### src/rtl/seven_seg_pkg.sv
// ---------------------------------------------------------------------------
// seven_seg_pkg
// Shared constants for the multiplexed seven-segment scanner:
//   - FONT      : 16-entry hex font, active-high, bit 0 = segment a .. bit 6 = g
//   - SEG_A..G  : bit positions of the segments inside the 8-bit CA bus
//   - SEG_DP    : bit position of the decimal point inside CA
//   - drive_level(): maps a logical "on" to the pin level for a given polarity
// ---------------------------------------------------------------------------
package seven_seg_pkg;

  localparam int SEG_A  = 0;
  localparam int SEG_B  = 1;
  localparam int SEG_C  = 2;
  localparam int SEG_D  = 3;
  localparam int SEG_E  = 4;
  localparam int SEG_F  = 5;
  localparam int SEG_G  = 6;
  localparam int SEG_DP = 7;

  // Glyphs 0-9 and A, b, C, d, E, F.
  localparam logic [6:0] FONT [16] = '{
    7'h3F, 7'h06, 7'h5B, 7'h4F, 7'h66, 7'h6D, 7'h7D, 7'h07,
    7'h7F, 7'h67, 7'h77, 7'h7C, 7'h39, 7'h5E, 7'h79, 7'h71
  };

  // Pin level for a signal that is logically "on" when active is 1.
  function automatic logic drive_level(input logic active, input logic active_low);
    return active ^ active_low;
  endfunction

endpackage

### src/rtl/seven_seg_font.sv
// ---------------------------------------------------------------------------
// seven_seg_font
// Combinational hex-to-seven-segment decoder (active-high segments).
//   nibble_i [3:0] : hex digit to display
//   seg_o    [6:0] : segments g..a, 1 = lit
// ---------------------------------------------------------------------------
module seven_seg_font (
  input  logic [3:0] nibble_i,
  output logic [6:0] seg_o
);
  import seven_seg_pkg::*;

  assign seg_o = FONT[nibble_i];

endmodule

### src/rtl/seven_seg_scan.sv
// ---------------------------------------------------------------------------
// seven_seg_scan
// Time-multiplexed driver for NUM_DIGITS seven-segment digits with PWM
// dimming, leading-zero blanking and per-frame snapshot of the display data.
//   CLK, RST_N  : clock, synchronous active-low reset
//   VALUE       : hex nibbles, VALUE[3:0] = digit 0
//   DP          : decimal point per digit (active-high)
//   DIGIT_EN    : per-digit enable (0 = dark)
//   BLANK_LZ    : 1 = blank leading zeros
//   BRIGHT      : on-time (BRIGHT+1)/16 of each digit slot
//   AN          : digit strobes, AN[i] drives digit i
//   CA          : segments a..g in bits 0..6, dp in bit 7
//   FRAME_TICK  : one-cycle pulse after each frame wrap
// A digit slot is DIV_COUNT cycles: 16 PWM phases of DIV_COUNT/16 cycles each.
// ---------------------------------------------------------------------------
module seven_seg_scan #(
  parameter int unsigned NUM_DIGITS       = 8,
  parameter int unsigned DIV_COUNT        = 65536,
  parameter bit          ANODE_ACTIVE_LOW = 1'b1,
  parameter bit          SEG_ACTIVE_LOW   = 1'b1
) (
  input  logic                      CLK,
  input  logic                      RST_N,
  input  logic [4*NUM_DIGITS-1:0]   VALUE,
  input  logic [NUM_DIGITS-1:0]     DP,
  input  logic [NUM_DIGITS-1:0]     DIGIT_EN,
  input  logic                      BLANK_LZ,
  input  logic [3:0]                BRIGHT,
  output logic [NUM_DIGITS-1:0]     AN,
  output logic [7:0]                CA,
  output logic                      FRAME_TICK
);
  import seven_seg_pkg::*;

  localparam int unsigned SUB_COUNT = DIV_COUNT / 16;
  localparam int unsigned SUB_W     = (SUB_COUNT > 1) ? $clog2(SUB_COUNT) : 1;
  localparam int unsigned IDX_W     = (NUM_DIGITS > 1) ? $clog2(NUM_DIGITS) : 1;
  localparam logic [SUB_W-1:0] SUB_LAST = SUB_W'(SUB_COUNT - 1);
  localparam logic [IDX_W-1:0] IDX_LAST = IDX_W'(NUM_DIGITS - 1);
  localparam logic [NUM_DIGITS-1:0] AN_OFF = {NUM_DIGITS{ANODE_ACTIVE_LOW}};
  localparam logic [7:0]            CA_OFF = {8{SEG_ACTIVE_LOW}};

  // Scan counters.
  logic [SUB_W-1:0] sub_q,   sub_d;
  logic [3:0]       phase_q, phase_d;
  logic [IDX_W-1:0] idx_q,   idx_d;
  logic             first_q;  // first cycle after reset release
  logic             sub_wrap, slot_end, frame_end;

  // Frame snapshot and per-slot brightness.
  logic [4*NUM_DIGITS-1:0] value_q;
  logic [NUM_DIGITS-1:0]   dp_q, en_q;
  logic                    blank_lz_q;
  logic [3:0]              bright_q;

  // Registered outputs.
  logic [NUM_DIGITS-1:0] an_q, an_d;
  logic [7:0]            ca_q, ca_d;
  logic                  frame_tick_q;

  logic [NUM_DIGITS-1:0] lz_blank;
  logic                  above_msd;
  logic [3:0]            cur_nibble;
  logic [6:0]            font_seg;
  logic [7:0]            seg_on;
  logic                  lit;

  assign sub_wrap  = (sub_q == SUB_LAST);
  assign slot_end  = sub_wrap && (phase_q == 4'hF);
  assign frame_end = slot_end && (idx_q == IDX_LAST);

  // Next-state logic for the scan counters.
  always_comb begin
    // NOTE: every output of a combinational block gets a default up front so
    // no path leaves it unassigned, which would infer a latch.
    sub_d   = sub_q + SUB_W'(1);
    phase_d = phase_q;
    idx_d   = idx_q;
    if (sub_wrap) begin
      sub_d   = '0;
      phase_d = phase_q + 4'd1;
    end
    if (slot_end) begin
      idx_d = frame_end ? '0 : idx_q + IDX_W'(1);
    end
  end

  // Leading-zero mask: scanning down from the top digit, a digit stays
  // blankable until the first nonzero nibble is met. Digit 0 never blanks.
  always_comb begin
    lz_blank  = '0;
    above_msd = 1'b1;
    for (int i = int'(NUM_DIGITS) - 1; i > 0; i--) begin
      if (value_q[4*i +: 4] != 4'h0) above_msd = 1'b0;
      lz_blank[i] = above_msd;
    end
  end

  assign cur_nibble = value_q[{idx_q, 2'b00} +: 4];

  seven_seg_font u_font (
    .nibble_i (cur_nibble),
    .seg_o    (font_seg)
  );

  // Output decode from the current counter state; registered below.
  always_comb begin
    lit = (phase_q <= bright_q) && en_q[idx_q] && !(blank_lz_q && lz_blank[idx_q]);

    seg_on              = '0;
    seg_on[SEG_G:SEG_A] = font_seg;
    seg_on[SEG_DP]      = dp_q[idx_q];

    an_d = AN_OFF;
    for (int i = 0; i < int'(NUM_DIGITS); i++) begin
      an_d[i] = drive_level(lit && (idx_q == IDX_W'(i)), ANODE_ACTIVE_LOW);
    end
    ca_d = CA_OFF;
    for (int i = 0; i < 8; i++) begin
      ca_d[i] = drive_level(lit && seg_on[i], SEG_ACTIVE_LOW);
    end
  end

  // NOTE: sequential state uses non-blocking assignments so every register
  // samples the pre-edge values, independent of statement order.
  always_ff @(posedge CLK) begin
    if (!RST_N) begin
      sub_q        <= '0;
      phase_q      <= '0;
      idx_q        <= '0;
      first_q      <= 1'b1;
      // NOTE: the snapshot registers are cleared too, so the cycle right after
      // release decodes as an enabled-nothing frame and the outputs stay dark.
      value_q      <= '0;
      dp_q         <= '0;
      en_q         <= '0;
      blank_lz_q   <= 1'b0;
      bright_q     <= '0;
      an_q         <= AN_OFF;
      ca_q         <= CA_OFF;
      frame_tick_q <= 1'b0;
    end else begin
      sub_q   <= sub_d;
      phase_q <= phase_d;
      idx_q   <= idx_d;
      first_q <= 1'b0;
      // Load at the edge that enters a new slot/frame, so the new values are
      // in place for that slot's/frame's whole duration.
      if (slot_end || first_q) begin
        bright_q <= BRIGHT;
      end
      if (frame_end || first_q) begin
        value_q    <= VALUE;
        dp_q       <= DP;
        en_q       <= DIGIT_EN;
        blank_lz_q <= BLANK_LZ;
      end
      an_q         <= an_d;
      ca_q         <= ca_d;
      frame_tick_q <= frame_end;
    end
  end

  assign AN         = an_q;
  assign CA         = ca_q;
  assign FRAME_TICK = frame_tick_q;

endmodule

### config.mk
export PLATFORM = sky130hd
export DESIGN_NAME = seven_seg_scan
export DESIGN_NICKNAME = d
export VERILOG_FILES = /design/src/rtl/seven_seg_pkg.sv /design/src/rtl/seven_seg_font.sv /design/src/rtl/seven_seg_scan.sv
export SDC_FILE = /design/constraint.sdc
export NUM_CORES = 1
export LEC_CHECK = 0
export ABC_AREA = 1
export CAP_MARGIN = 20
export CORE_UTILIZATION = 54
export DETAILED_ROUTE_END_ITERATION = 12
export PLACE_DENSITY = 0.8
export SETUP_SLACK_MARGIN = 0.02
export SLEW_MARGIN = 20
export SYNTH_ARGS = -nofsm -noshare
export SYNTH_HDL_FRONTEND = slang
export SYNTH_HIERARCHICAL = 1
export SYNTH_SLANG_ARGS = --single-unit
### constraint.sdc
create_clock -name CLK -period 2.75 [get_ports CLK]
set_input_delay 0.55 -clock CLK [delete_from_list [all_inputs] [get_ports CLK]]
set_output_delay 0.55 -clock CLK [all_outputs]
set_load 0.005 [all_outputs]
==> metrics <==
ranking of synthesized cells by area=dfxtp_1, nand2_1, nor2_1; Sw Pwr=690 uW; I/O pin count=just over 70; 1st-iter DRT viols=a little over 300; CP Class=flop to flop; WP data arrival=between 2 and 3 ns; met1 Use GR=~34%; Synth Cell Area=roughly 4600 um^2; status=finished, final reports clean; Yosys warnings=6; DRC=0; slew margin rel.=32.3%; die area=8990 um^2; GRT overflow=0; post-route ant nets=0; Routability Congestion=0.883; Internal=slightly above 2 mW; Sw Ratio=25.2%; Lkg Pwr=approximately 2.4 nW; global-route wire length before repair=18.1 mm; root buffer cell=clkbuf_8; vias=approximately 4300; TritonRoute pass-1 iters=6; HPWL after detailed placement=between 7 and 8 mm; clock sinks=90; FF-to-FF Start=idx_q[0]$_SDFFE_PN0P_; largest net degree at the start of global routing=99; setup TNS=0 ns; Avg WL per Cell=approximately 13 um; largest area contributor in the netlist=dfxtp_1; ratio of cells with drive above 1 in the final layout=8.63%; initial antenna violation count=0; clock power share=34.9%; Post-Synthesis Cells=about 650; final setup skew=0.0137 ns; Fin. Hold Viols=0; Slew Viols, Final=0; htree depth=3; Hold Crit Class=flop to flop; Synth cell types=31; wirelength, routed=10.7 mm; Core Area=roughly 8300 um^2; CTS clk-pin slew, worst paths=around 0.09 ns; Inst Count DP=about 800; clock buffer depth=2; period utilisation layout=between 80 and 90%; Max-Cap Viols=0; leading cell types in the layout, fill and taps excluded=nand2_1, dfxtp_1, nor2_1, clkdlybuf4s50_1, a21oi_1; vias in the first global route=3896; cts hold-fix bufs=0; Critical Path RT=roughly 3.0 ns; Layout area overhead=20.4%; Die X=94.8 um; NumNets Final=776; met2 usage=between 40 and 50%; Initial Util=56.3%; Mapped Avg Cell Area=7.14 um^2; die height=94.8 um; post-CTS sizing=0; Worst Setup SP=idx_q[0]$_SDFFE_PN0P_; CP Capture Type=flop; met3 Usage GRT=under 10%; CTS tree=done; RSZ-0062 raised after global routing=false; most common cell after layout, fill and taps aside=nand2_1; post-route minimum period=2.40 ns; IO buf count=71; hold_sp=sub_q[0]$_SDFF_PP0_; Vias/cell=between 5 and 6; Clk Latency, worst-skew pair=around 0.36 ns; post-synthesis async set-or-reset flop share=0%; Power Density=slightly below 500 nW/um^2; post-synth net total=around 730; Post-synth EDFFs=0; Tightest Pin Transition=about 1.0 ns; ant diodes=0; Finished Layout Cells=approximately 800; Logic pwr share=roughly 14%; register area share after synthesis=between 30 and 40%; VDD IR max=~260 uV; gr busiest metal=met2; Post-CTS Setup Inserts=0; num rows=33; flops & latches, synth=90; CP max FO=16; Main synth FF type=dfxtp_1; f_max=0.416 GHz; Synth top area share=between 30% and 40%; gr usage total=26.0%; TritonCTS Buffers=9; sequential share of power=between 50% and 60%; final setup violation count=0; CP startpoint kind=flop
-- kinds of logic (layout without fill, tap and decap cells) --
group                      after synthesis  in the layout  share of synthesized area [%]
DFF                                     90             90                           38.8
AOI/OAI and AO/OA                      114            114                           14.0
adders and majority gates               19             19                           5.11
and+or+nand+nor                        330            330                           32.8
xor gates and xnor gates                 5              5                          0.942
buffers and inverters                   93            149                           8.40
-- critical path, stage by stage, from the launching register on --
cell and delay [ns]:
dfxtp_2 0.47, inv_2 0.16, a21oi_1 0.15, o21ai_0 0.09, nand2_1 0.07, nor2_1 0.04, a31oi_1 0.34, inv_1 0.18
ha_1 0.34, nand2_1 0.06, o21ai_0 0.12, nand2_1 0.07, nand2_1 0.08, nand4_1 0.08
-- final timing paths --
path,slack (ns),depth (start not counted),end
worst max-delay path,0.35,13,CA[3]$_SDFF_PN1_
worst min register to register,0.45,1,sub_q[0]$_SDFF_PP0_
worst max register to register,0.35,13,CA[3]$_SDFF_PN1_
worst min-delay path,0.45,1,sub_q[0]$_SDFF_PP0_
-- Yosys cell counts (3+ instances only) --
library cell  number
a21oi_1           62
a21oi_2           20
a31oi_1            4
buf_1              9
buf_2             12
buf_6              3
clkbuf_1          15
dfxtp_1           90
ha_1              19
inv_1             49
inv_2              4
nand2_1          136
nand3_1           45
nand3b_1          28
nand4_1           20
nor2_1            86
nor3_1             3
o21ai_0           27
xor2_1             3
-- metrics by stage --
| step | power, mW | worst slack, ns | hold WS (ns) | util, % | area, um^2 |
|---|---|---|---|---|---|
| finish | 2.74 | 0.346 | 0.453 | 67.8 | 5600 |
| global route | 2.87 | 0.0580 | 0.482 | 67.8 | 5600 |
| CTS | 2.75 | 0.164 | 0.452 | 67.7 | 5590 |
| detailed placement | 1.81 | 0.190 | 0.439 | 65.1 | 5380 |
| global placement | 1.80 | 0.354 | 0.430 | 65.1 | 5380 |
| floorplan | 1.65 | 0.464 | 0.418 | - | 4650 |
-- power by group through the flow --
stage                     clock network, mW  logic, mW  registers [mW]
after floorplan                           0      0.236            1.42
after global placement                    0      0.368            1.43
after detailed placement                  0      0.376            1.43
after CTS                             0.974      0.380            1.40
after global routing                   1.03      0.432            1.41
final                                 0.956      0.381            1.40
-- per-layer routing --
| layer | vias up | wire [um] | share of wire, % |
|---|---|---|---|
| li1 | 2242 | - | - |
| met1 | 1943 | 4930 | 46 |
| met2 | 122 | 5080 | 47 |
| met3 | 16 | 569 | 5.3 |
| met4 | 0 | 159 | 1.5 |
| met5 | - | 0 | 0 |
-- area by class of cell --
class / count / area [um^2]
Tap cell: 105 / 131
Timing Repair Buffer: 80 / 786
Clock inverter: 3 / 46.3
Inverter: 53 / 200
Clock buffer: 13 / 169
Sequential cell: 90 / 1800
Fill cell: 707 / 2660
Multi-Input combinational cell: 468 / 2460
-- state kept, by name, indices dropped and copies added (netlist names), 3 cells and up --
name	cells
phase_q	4
CA	8
value_q	32
sub_q	12
en_q	8
AN	8
idx_q	3
dp_q	8
bright_q	4
Note: power is estimated with default switching activity, not from simulation.
